--- config.mk ---
export PLATFORM = sky130hd
export DESIGN_NAME = compound_rr_relay_flat
export DESIGN_NICKNAME = d
export VERILOG_FILES = /design/src/rtl/compound_rr_relay_if.sv /design/src/rtl/compound_rr_relay.sv /design/src/flat_wrapper.sv
export SDC_FILE = /design/constraint.sdc
export NUM_CORES = 1
export LEC_CHECK = 0
export CAP_MARGIN = 20
export CORE_ASPECT_RATIO = 0.6
export CORE_MARGIN = 4
export CORE_UTILIZATION = 50
export CTS_CLUSTER_DIAMETER = 60
export DETAILED_ROUTE_END_ITERATION = 10
export HOLD_SLACK_MARGIN = 0.06
export PLACE_DENSITY = 0.77
export SLEW_MARGIN = 20
export SYNTH_ARGS = -nofsm -noshare
export SYNTH_HDL_FRONTEND = slang
export SYNTH_SLANG_ARGS = --single-unit
--- constraint.sdc ---
create_clock -name clk -period 4.4 [get_ports clk]
set_clock_uncertainty 0.15 [all_clocks]
set_input_delay 0.66 -clock clk [delete_from_list [all_inputs] [get_ports clk]]
set_output_delay 0.66 -clock clk [all_outputs]
set_load 0.02 [all_outputs]
--- src/rtl/compound_rr_relay_if.sv ---
// compound_rr_relay_if: producer-side and consumer-side handshakes of the round-robin relay
interface compound_rr_relay_if #(
    parameter int NUM_CH = 2,
    parameter int DATA_W = 32
);
    localparam int CH_W = $clog2(NUM_CH);
    logic [NUM_CH*(DATA_W+1)-1:0] b_in_data;
    logic [NUM_CH-1:0]            b_in_sync;
    logic [NUM_CH-1:0]            b_in_notify;
    logic [CH_W+DATA_W:0]         b_out_data;
    logic                         b_out_sync;
    logic                         b_out_notify;
    modport master (
        output b_in_data, b_in_sync, b_out_sync,
        input  b_in_notify, b_out_data, b_out_notify
    );
    modport slave (
        input  b_in_data, b_in_sync, b_out_sync,
        output b_in_notify, b_out_data, b_out_notify
    );
endinterface

--- src/rtl/compound_rr_relay.sv ---
// compound_rr_relay: round-robin poll of NUM_CH producers into a channel-tagged FIFO with packet lock
module compound_rr_relay #(
    parameter int NUM_CH = 2,
    parameter int DATA_W = 32,
    parameter int DEPTH  = 4
) (
    input  logic                       clk,
    input  logic                       rst,
    compound_rr_relay_if.slave         bus,
    output logic                       section_o,
    output logic [$clog2(DEPTH+1)-1:0] count_o
);
    localparam int CH_W = $clog2(NUM_CH);
    localparam int AW   = $clog2(DEPTH);
    localparam int CW   = $clog2(DEPTH+1);
    localparam int EW   = CH_W + DATA_W + 1;
    typedef enum logic {SEC_POLL, SEC_LOCKED} sec_t;
    sec_t              r_sec, w_sec_nxt;
    logic [CH_W-1:0]   r_ptr, w_ptr_nxt, w_ptr_inc;
    logic [NUM_CH-1:0] r_notify, w_notify_nxt;
    logic [EW-1:0]     r_mem [DEPTH];
    logic [AW-1:0]     r_wr, r_rd;
    logic [CW-1:0]     r_count, w_count_nxt;
    logic [DATA_W:0]   w_word;
    logic              w_push, w_pop, w_last;
    assign w_word      = bus.b_in_data[r_ptr*(DATA_W+1) +: DATA_W+1];
    assign w_last      = w_word[DATA_W];
    assign w_push      = |(r_notify & bus.b_in_sync);
    assign w_pop       = (r_count != '0) && bus.b_out_sync;
    assign w_count_nxt = r_count + CW'(w_push) - CW'(w_pop);
    assign w_ptr_inc   = (r_ptr == CH_W'(NUM_CH-1)) ? '0 : r_ptr + 1'b1;
    // an offered but unused slot in POLL moves on; a locked channel is waited on forever
    always_comb begin
        w_sec_nxt = r_sec;
        w_ptr_nxt = r_ptr;
        if (w_push) begin
            w_sec_nxt = w_last ? SEC_POLL : SEC_LOCKED;
            w_ptr_nxt = w_last ? w_ptr_inc : r_ptr;
        end else if (r_sec == SEC_POLL && |r_notify)
            w_ptr_nxt = w_ptr_inc;
        w_notify_nxt = (w_count_nxt < CW'(DEPTH)) ? NUM_CH'(1) << w_ptr_nxt : '0;
    end
    always_ff @(posedge clk or negedge rst) begin
        if (!rst) begin
            r_sec    <= SEC_POLL;
            r_ptr    <= '0;
            r_notify <= NUM_CH'(1);
        end else begin
            r_sec    <= w_sec_nxt;
            r_ptr    <= w_ptr_nxt;
            r_notify <= w_notify_nxt;
        end
    end
    always_ff @(posedge clk or negedge rst) begin
        if (!rst) begin
            r_wr    <= '0;
            r_rd    <= '0;
            r_count <= '0;
        end else begin
            r_count <= w_count_nxt;
            if (w_push) r_wr <= (r_wr == AW'(DEPTH-1)) ? '0 : r_wr + 1'b1;
            if (w_pop) r_rd <= (r_rd == AW'(DEPTH-1)) ? '0 : r_rd + 1'b1;
        end
    end
    always_ff @(posedge clk)
        if (w_push) r_mem[r_wr] <= {r_ptr, w_word};
    assign bus.b_in_notify  = r_notify;
    assign bus.b_out_notify = (r_count != '0);
    assign bus.b_out_data   = (r_count != '0) ? r_mem[r_rd] : '0;
    assign section_o        = r_sec;
    assign count_o          = r_count;
endmodule
--- src/flat_wrapper.sv ---
// flat-port wrapper written by rule: the top's interface ports become plain ports
module compound_rr_relay_flat 
#(
    parameter int NUM_CH = 2,
    parameter int DATA_W = 32,
    parameter int DEPTH  = 4
)
  (clk, rst, section_o, count_o, bus_b_in_data, bus_b_in_sync, bus_b_out_sync, bus_b_in_notify, bus_b_out_data, bus_b_out_notify);
  compound_rr_relay_if #(.NUM_CH(NUM_CH), .DATA_W(DATA_W)) bus_i ();
  input  logic clk;
  input  logic rst;
  output logic section_o;
  output logic [$clog2(DEPTH+1)-1:0] count_o;
  input wire logic [$bits(bus_i.b_in_data)-1:0] bus_b_in_data;
  input wire logic [$bits(bus_i.b_in_sync)-1:0] bus_b_in_sync;
  input wire logic [$bits(bus_i.b_out_sync)-1:0] bus_b_out_sync;
  output wire logic [$bits(bus_i.b_in_notify)-1:0] bus_b_in_notify;
  output wire logic [$bits(bus_i.b_out_data)-1:0] bus_b_out_data;
  output wire logic [$bits(bus_i.b_out_notify)-1:0] bus_b_out_notify;
  assign bus_i.b_in_data = bus_b_in_data;
  assign bus_i.b_in_sync = bus_b_in_sync;
  assign bus_i.b_out_sync = bus_b_out_sync;
  assign bus_b_in_notify = bus_i.b_in_notify;
  assign bus_b_out_data = bus_i.b_out_data;
  assign bus_b_out_notify = bus_i.b_out_notify;
  compound_rr_relay #(.NUM_CH(NUM_CH), .DATA_W(DATA_W), .DEPTH(DEPTH)) u_core (.clk(clk), .rst(rst), .bus(bus_i), .section_o(section_o), .count_o(count_o));
endmodule
==> impl_metrics.json, run 1 <==
{
  "status": "finished clean",
  "grt_use_met3_pct": 5.40,
  "gp_congestion": 0.720,
  "finalCritPeriodShare_pct": 81.3,
  "layout_commonest_cell": "edfxtp_1",
  "port_buffers": 111,
  "path_class": "flop to output pin",
  "hold_path_end": "u_core.section_o",
  "required_ns": 3.59,
  "cts_made_buffers": 17,
  "synthTopCellsByArea": "edfxtp_1, mux4_2, mux2_2",
  "cpPeakStageDelay_ns": 0.85,
  "antenna_cells": 0,
  "synth_flop_cell": "edfxtp_1",
  "leakagePower_nw": 2.76,
  "holdCritPathClass": "flop to flop",
  "yosysWarnings": 0,
  "fmax_mhz": 280,
  "chipHeight_um": 94.1,
  "rr_worst_depth": 9,
  "rr_startpoint": "u_core.count_o[1]",
  "cpLargestDelayFamily": "flip-flops",
  "irDropWorstVdd_uv": 406,
  "maxCapViolations": 0,
  "grt.overflow.total": 0,
  "yosysTopAreaCell": "edfxtp_1",
  "grt_pass1_wl_um": 17300,
  "via_per_inst": 5.29,
  "synth-edff-count": 136,
  "wire_per_inst_um": 19.0,
  "drt_wl_total_um": 11400,
  "path_cells": "buf_12 > mux4_2 > and2_1 > clkdlybuf4s50_1",
  "coreArea_sq_mm": 0.0121,
  "cts.sinks": 147,
  "cp.arrival_ns": 2.77,
  "num_vias": 3164,
  "syn_inst": 304,
  "grt_use_total_pct": 16.7,
  "cts_tree": "yes",
  "die-width_um": 152,
  "grt_util_met1_pct": 24.2,
  "min-delay-start": "u_core.section_o",
  "grt_start_max_net_pins": 39,
  "hold_viol": 0,
  "firstDrtPassIters": 4,
  "final_cell_mix": "edfxtp_1, clkdlybuf4s50_1, mux2_2",
  "hpwl_um": 6920,
  "start_util_pct": 51.2,
  "endpoint_kind": "output pin",
  "final.setup.tns_ns": 0,
  "syn_area_sq_mm": 0.00618,
  "grtUsageMet2_pct": 24.3,
  "slew_violations": 0,
  "yosysSeqAreaShare_pct": 70.6,
  "htreeDepth": 4,
  "first_global_vias": 3266,
  "finalSetupViolCount": 0,
  "slowest_stage": "dfrtp_2",
  "rsz0062_at_grt": "no",
  "totalPowerFinal_mw": 5.78,
  "cp_num_buf_inv": 2,
  "cp-start-kind": "flop",
  "power_density_mw_per_mm2": 714,
  "syn_avg_cell_area_sq_um": 20.3,
  "final_nets": 500,
  "clk_path_buf_depth": 2,
  "ys_ff_latch": 147,
  "ioPinCount": 112,
  "syn_nets": 383,
  "die-area_sq_mm": 0.0143,
  "clk-insertion-delay-late_ns": 0.41,
  "holdPathStages": 2,
  "async_flop_share_pct": 7.48,
  "yosysUniqueCellTypes": 27,
  "ctsRootBufferMaster": "clkbuf_16",
  "fillers": 799,
  "min_period_ns": 3.58,
  "antenna_found_initial": 0,
  "rows": 31,
  "drcViolationCount": 0,
  "cts_resized": 0,
  "area_delta_synth_final_pct": 31.0,
  "worst_pin_slew_ns": 1.10,
  "first_iter_violations": 153,
  "ctsHoldBuffers": 0,
  "post-cts-setup-buffers": 0,
  "slew-limit-headroom_pct": 26.5,
  "cp_max_fo": 24,
  "antenna_left": 0,
  "synth_top_area_share_pct": 66.1,
  "busiest_layer": "met2",
  "drive_above_1_share_pct": 24.5,
  "r2r_slack_ns": 1.34,
  "cts.clk_slew.worst_paths_ns": 0.06,
  "rr_endpoint": "u_core.bus.b_in_notify[1]"
}
layer usage:
layer / vias to the layer above / wire (um)
met4: 0 / 124
met1: 1576 / 5110
met3: 13 / 1020
met2: 138 / 5110
li1: 1437 / -
met5: - / 0
metrics by stage:
stage / area, sq um / hold slack (ns) / worst slack [ns] / utilization, % / instances
after detailed placement: 7410 / 0.360 / 1.16 / 61.5 / 564
after CTS: 8010 / 0.373 / 0.766 / 66.4 / 595
after global routing: 8090 / 0.428 / 0.670 / 67.1 / 598
after floorplan: 6180 / 0.214 / 1.41 / - / 304
after global placement: 7410 / 0.340 / 1.22 / 61.5 / 564
final: 8090 / 0.371 / 0.824 / 67.1 / 598
cell type report:
| type | count | area [sq um] | share of cell area, % |
|---|---|---|---|
| clock buffers | 19 | 433 | 5.35 |
| clock inverters | 12 | 164 | 2.03 |
| inverters | 8 | 30.0 | 0.371 |
| multi-input cells | 132 | 1680 | 20.8 |
| flip-flops and latches | 147 | 4360 | 53.9 |
| well taps | 165 | 206 | 2.55 |
| repair buffers | 115 | 1210 | 15.0 |
logic make-up after synthesis:
logic type / count (synthesis) / share of synthesized area [%]
AO/OA/AOI/OAI: 5 / 0.648
XOR/XNOR: 2 / 0.284
adder cells (fa/ha/maj): 8 / 1.74
buffers and inverters: 25 / 2.71
flip-flops: 147 / 70.6
multiplexers: 72 / 19.6
AND/OR/NAND/NOR: 45 / 4.41
worst max path at each step:
stage	startpoint	to	slack [ns]	depth (start not counted)
6_report	u_core.r_rd[0]	bus_b_out_data[25]	0.82	4
5_1_grt	u_core.r_rd[0]	bus_b_out_data[12]	0.67	4
4_1_cts	u_core.r_rd[0]	bus_b_out_data[25]	0.77	4
3_5_place_dp	bus_b_in_sync[0]	u_core.bus.b_in_notify[1]	1.16	7
3_3_place_gp	u_core.r_rd[0]	bus_b_out_data[25]	1.22	4
2_1_floorplan	bus_b_in_sync[0]	u_core.r_mem[0][0]	1.41	3
sequential cells by signal, indices dropped and copies added (netlist names):
name / cells
u_core.bus.b_in_notify: 2
u_core.count_o: 3
u_core.r_mem: 136
u_core.r_ptr: 1
u_core.r_rd: 2
u_core.r_wr: 2
u_core.section_o: 1
synth_stat cells, drive strengths merged (2+ instances only):
cell	instances
mux2i	2
nor2b	5
nand2	2
clkbuf	5
mux4	34
edfxtp	136
and2	34
or3	2
inv	8
o21ai	2
buf	12
ha	7
mux2	36
dfrtp	10
report_power, final:
part / internal [mW] / switching [mW]
clock network: 0.937 / 0.508
registers: 1.92 / 0.267
logic: 1.18 / 0.978
total: 4.03 / 1.75
worst reg2reg max path: stages (launching register included):
cell,delay (ns)
dfrtp_1,0.42
or3_2,0.77
nand2_1,0.27
inv_1,0.08
ha_1,0.28
inv_1,0.04
ha_1,0.18
fa_1,0.38
xnor2_1,0.30
nor2b_1,0.08
No activity file was read; power rests on OpenSTA's default activity.
==> inputs of run 2 (changes only) <==
clock period = 3.5 ns   (was 4.4 ns; I/O delays follow)
==> impl_metrics.json, run 2 (synthesis results as in run 1) <==
{
  "fin_util_pct": 66.4,
  "cp_max_fo": 15,
  "via_per_inst": 5.27,
  "antenna_found_initial": 0,
  "combPwrFrac_pct": 38.5,
  "slew_violations": 0,
  "rr_startpoint": "u_core.count_o[2]",
  "cts.clk_slew.worst_paths_ns": 0.06,
  "endpoint_kind": "output pin",
  "required_ns": 2.82,
  "first_iter_violations": 248,
  "port_buffers": 111,
  "chipHeight_um": 94.1,
  "grt_use_total_pct": 17.2,
  "drt_wl_total_um": 11600,
  "post-cts-setup-buffers": 0,
  "ctsRootBufferMaster": "clkbuf_16",
  "hold_viol": 0,
  "finalSetupViolCount": 0,
  "r2r_slack_ns": 0.85,
  "rows": 31,
  "cpPeakStageDelay_ns": 0.63,
  "first_global_vias": 3232,
  "leakagePower_nw": 2.74,
  "irDropWorstVdd_uv": 569,
  "finalCritPeriodShare_pct": 94.6,
  "rr_worst_depth": 9,
  "die-area_sq_mm": 0.0143,
  "clk-insertion-delay-late_ns": 0.40,
  "grt_pass1_wl_um": 17800,
  "drcViolationCount": 0,
  "grt_start_max_net_pins": 39,
  "htreeDepth": 4,
  "switching_power_mw": 2.22,
  "slowest_stage": "dfrtp_2",
  "die-width_um": 152,
  "final_cell_mix": "edfxtp_1, clkdlybuf4s50_1, mux2_2",
  "cp.arrival_ns": 2.63,
  "timing.final.ws_setup_ns": 0.190,
  "numPlacedInstances": 572,
  "drive_above_1_share_pct": 25.3,
  "ctsHoldBuffers": 0,
  "min_period_ns": 3.31,
  "fmax_mhz": 302,
  "cp_num_buf_inv": 2,
  "clk_path_buf_depth": 2,
  "final_nets": 505,
  "wire_per_inst_um": 19.2,
  "cts_made_buffers": 17,
  "area_delta_synth_final_pct": 29.6,
  "antenna_left": 0,
  "largest_reg_flops": 136,
  "largest_register": "u_core.r_mem",
  "cp-start-kind": "flop",
  "grt.overflow.total": 0,
  "power_frac_seq_pct": 38.1,
  "start_util_pct": 51.2,
  "cts.sinks": 147,
  "num_vias": 3175,
  "status": "finished clean",
  "coreArea_sq_mm": 0.0121,
  "crit_cells": 4,
  "gp_congestion": 0.704,
  "place_ws_ns": 0.568,
  "firstDrtPassIters": 4,
  "hpwl_um": 7160,
  "power.share.clock_pct": 23.4,
  "p_int_mw": 4.90,
  "layout_commonest_cell": "edfxtp_1",
  "antenna_cells": 0,
  "maxCapViolations": 0,
  "final.setup.tns_ns": 0,
  "rsz0062_at_grt": "no",
  "fin_cells": 603,
  "netSwitchingFraction_pct": 31.2,
  "worst_pin_slew_ns": 0.874,
  "cts_resized": 0,
  "slew-limit-headroom_pct": 41.7,
  "power_density_mw_per_mm2": 889,
  "path_class": "flop to output pin",
  "path_cells": "buf_4 > mux4_1 > and2_1 > clkdlybuf4s50_1",
  "cts_tree": "yes",
  "ioPinCount": 112,
  "hold_ws_ns": 0.324,
  "cpLargestDelayFamily": "buffers and inverters",
  "holdCritPathClass": "primary input to async pin",
  "crit_start": "u_core.r_rd[0]"
}
[run 2: cell count changes in the layout (fill, tap and decap cells not counted), sizes merged]
cell,delta
buf,+5
clkinv,+3
bufinv,-2
clkbuf,-1
[run 2: path summary, 6_finish.rpt]
check	end
setup / recovery	bus_b_out_data[4]
hold reg to reg	u_core.section_o
max in group asynchronous	u_core.r_rd[1]
min in group clk	u_core.section_o
setup reg to reg	u_core.bus.b_in_notify[1]
hold / removal	u_core.r_wr[1]
[run 2: power by group through the flow]
stage                     combinational (mW)  sequential, mW  clock [mW]
after floorplan                         1.86            2.56           0
after global placement                  2.71            2.73           0
after detailed placement                2.76            2.75           0
after CTS                               2.78            2.73        1.69
after global routing                    2.95            2.77        1.79
final                                   2.74            2.71        1.67
[run 2: final cells by class]
type / count / area, sq um
sequential: 147 / 4360
fill: 802 / 4050
multi-input combinational: 132 / 1680
timing repair buffer: 120 / 1180
clock buffer: 18 / 429
tap: 165 / 206
clock inverter: 13 / 119
inverter: 8 / 30.0
[run 2: through the flow]
step	cell area, sq um	power (mW)
5_1_grt	8010	7.50
3_3_place_gp	7460	5.44
4_1_cts	8010	7.20
2_1_floorplan	6180	4.43
6_report	8010	7.12
3_5_place_dp	7460	5.51
[run 2: metal layers]
metal	vias to the layer above	global-route usage, %	wire, um	part of all wire (%)
met1	1603	25.0	5300	46
met2	117	25.6	5310	46
met5	-	0	0	0
met4	0	2.99	63	0.54
li1	1448	-	-	-
met3	7	5.93	912	7.9
==> inputs of run 3 (changes only) <==
CORE_MARGIN = 2   (was 4)
CTS_CLUSTER_DIAMETER = 200   (was 60)
PLACE_DENSITY = 0.86   (was 0.77)
==> impl_metrics.json, run 3 (synthesis results as in run 1) <==
{
  "grtUsageMet2_pct": 29.0,
  "cp_max_fo": 12,
  "area_delta_synth_final_pct": 30.1,
  "netSwitchingFraction_pct": 31.5,
  "grt_start_max_net_pins": 39,
  "drcViolationCount": 0,
  "coreArea_sq_mm": 0.0121,
  "finalCritPeriodShare_pct": 93.9,
  "grt_use_met3_pct": 5.69,
  "antenna_cells": 0,
  "power_density_mw_per_mm2": 894,
  "clk-insertion-delay-late_ns": 0.41,
  "post_dp_cell_area_sq_mm": 0.00747,
  "finalSetupViolCount": 0,
  "status": "finished clean",
  "p_int_mw": 4.92,
  "first_iter_violations": 238,
  "min_period_ns": 3.29,
  "endpoint_kind": "output pin",
  "ctsRootBufferMaster": "clkbuf_16",
  "design_area_sq_mm": 0.00804,
  "ctsHoldBuffers": 0,
  "first_global_vias": 3385,
  "cp.arrival_ns": 2.61,
  "ioPinCount": 112,
  "layout_commonest_cell": "edfxtp_1",
  "cpPeakStageDelay_ns": 0.60,
  "maxCapViolations": 0,
  "wire_per_inst_um": 19.1,
  "port_buffers": 111,
  "busiest_layer": "met2",
  "path_class": "flop to output pin",
  "slowest_stage": "mux4_1",
  "hold_viol": 0,
  "grt_use_total_pct": 18.4,
  "power_frac_seq_pct": 37.7,
  "chipHeight_um": 90.1,
  "required_ns": 2.82,
  "holdCritPathClass": "primary input to async pin",
  "via_per_inst": 5.27,
  "combPwrFrac_pct": 38.3,
  "worst_pin_slew_ns": 0.872,
  "leakagePower_nw": 2.74,
  "grt_util_met1_pct": 25.0,
  "htreeDepth": 4,
  "post-cts-setup-buffers": 0,
  "antenna_found_initial": 0,
  "cp-start-kind": "flop",
  "cts_tree": "yes",
  "hpwl_um": 7150,
  "clk_path_buf_depth": 2,
  "path_cells": "buf_4 > mux4_1 > and2_1 > clkdlybuf4s50_1",
  "gp_congestion": 0.705,
  "switching_power_mw": 2.26,
  "cts_made_buffers": 17,
  "power.share.clock_pct": 24.0,
  "firstDrtPassIters": 5,
  "slew_violations": 0,
  "fmax_mhz": 304,
  "slew-limit-headroom_pct": 41.9,
  "antenna_left": 0,
  "die-width_um": 148,
  "rsz0062_at_grt": "no",
  "cts_resized": 0,
  "drt_wl_total_um": 11500,
  "largest_register": "u_core.r_mem",
  "final.setup.tns_ns": 0,
  "irDropWorstVdd_uv": 423,
  "largest_reg_flops": 136,
  "final_nets": 503,
  "rows": 31,
  "num_vias": 3173,
  "grt_pass1_wl_um": 18100,
  "cts.sinks": 147,
  "start_util_pct": 51.2,
  "final_cell_mix": "edfxtp_1, clkdlybuf4s50_1, mux2_2",
  "grt.overflow.total": 0,
  "cts.clk_slew.worst_paths_ns": 0.06,
  "drive_above_1_share_pct": 25.2,
  "die-area_sq_mm": 0.0133
}
[run 3: routing by layer]
layer	wire length [um]	part of all wire, %
met1	5150	45
met2	5510	48
met3	763	6.6
met4	93	0.81
met5	0	0
[run 3: final cells by class]
class	count	area [sq um]
Timing Repair Buffer	118	1190
Multi-Input combinational cell	132	1680
Clock inverter	14	138
Clock buffer	18	429
Fill cell	780	4030
Inverter	8	30.0
Tap cell	165	206
Sequential cell	147	4360
[run 3: path summary, 6_finish.rpt]
path                                   start                         to  slack, ns  cells past startpoint
setup / recovery              u_core.r_rd[0]          bus_b_out_data[1]       0.21                      4
hold / removal                           rst           u_core.section_o       0.32                      1
setup reg to reg           u_core.count_o[1]  u_core.bus.b_in_notify[1]       0.65                     10
hold reg to reg             u_core.section_o           u_core.section_o       0.38                      2
max in group asynchronous                rst             u_core.r_rd[0]       2.48                      1
min in group clk            u_core.section_o           u_core.section_o       0.38                      2
[run 3: through the flow]
stage                     power [mW]  setup WS [ns]  instances  hold slack, ns  utilization, %
final                           7.19          0.214        602           0.318            66.6
after global routing            7.53          0.104        602           0.339            66.6
after CTS                       7.26          0.175        602           0.314            66.6
after detailed placement        5.52          0.487        570           0.366            61.9
after global placement          5.43          0.618        570           0.343            61.9
after floorplan                 4.43          0.541        304          0.0794               -
[run 3: critical path: cells and delay by family, from the launching register on]
family	cells	cell delay, ns
mux	1	0.60
buf+inv	2	0.84
flops	1	0.57
simple gates	1	0.18
[run 3: power by group through the flow]
stage / clock network, mW / registers, mW / logic [mW]
after floorplan: 0 / 2.56 / 1.86
final: 1.73 / 2.71 / 2.75
after global placement: 0 / 2.72 / 2.71
after CTS: 1.75 / 2.72 / 2.79
after detailed placement: 0 / 2.75 / 2.77
after global routing: 1.83 / 2.75 / 2.95
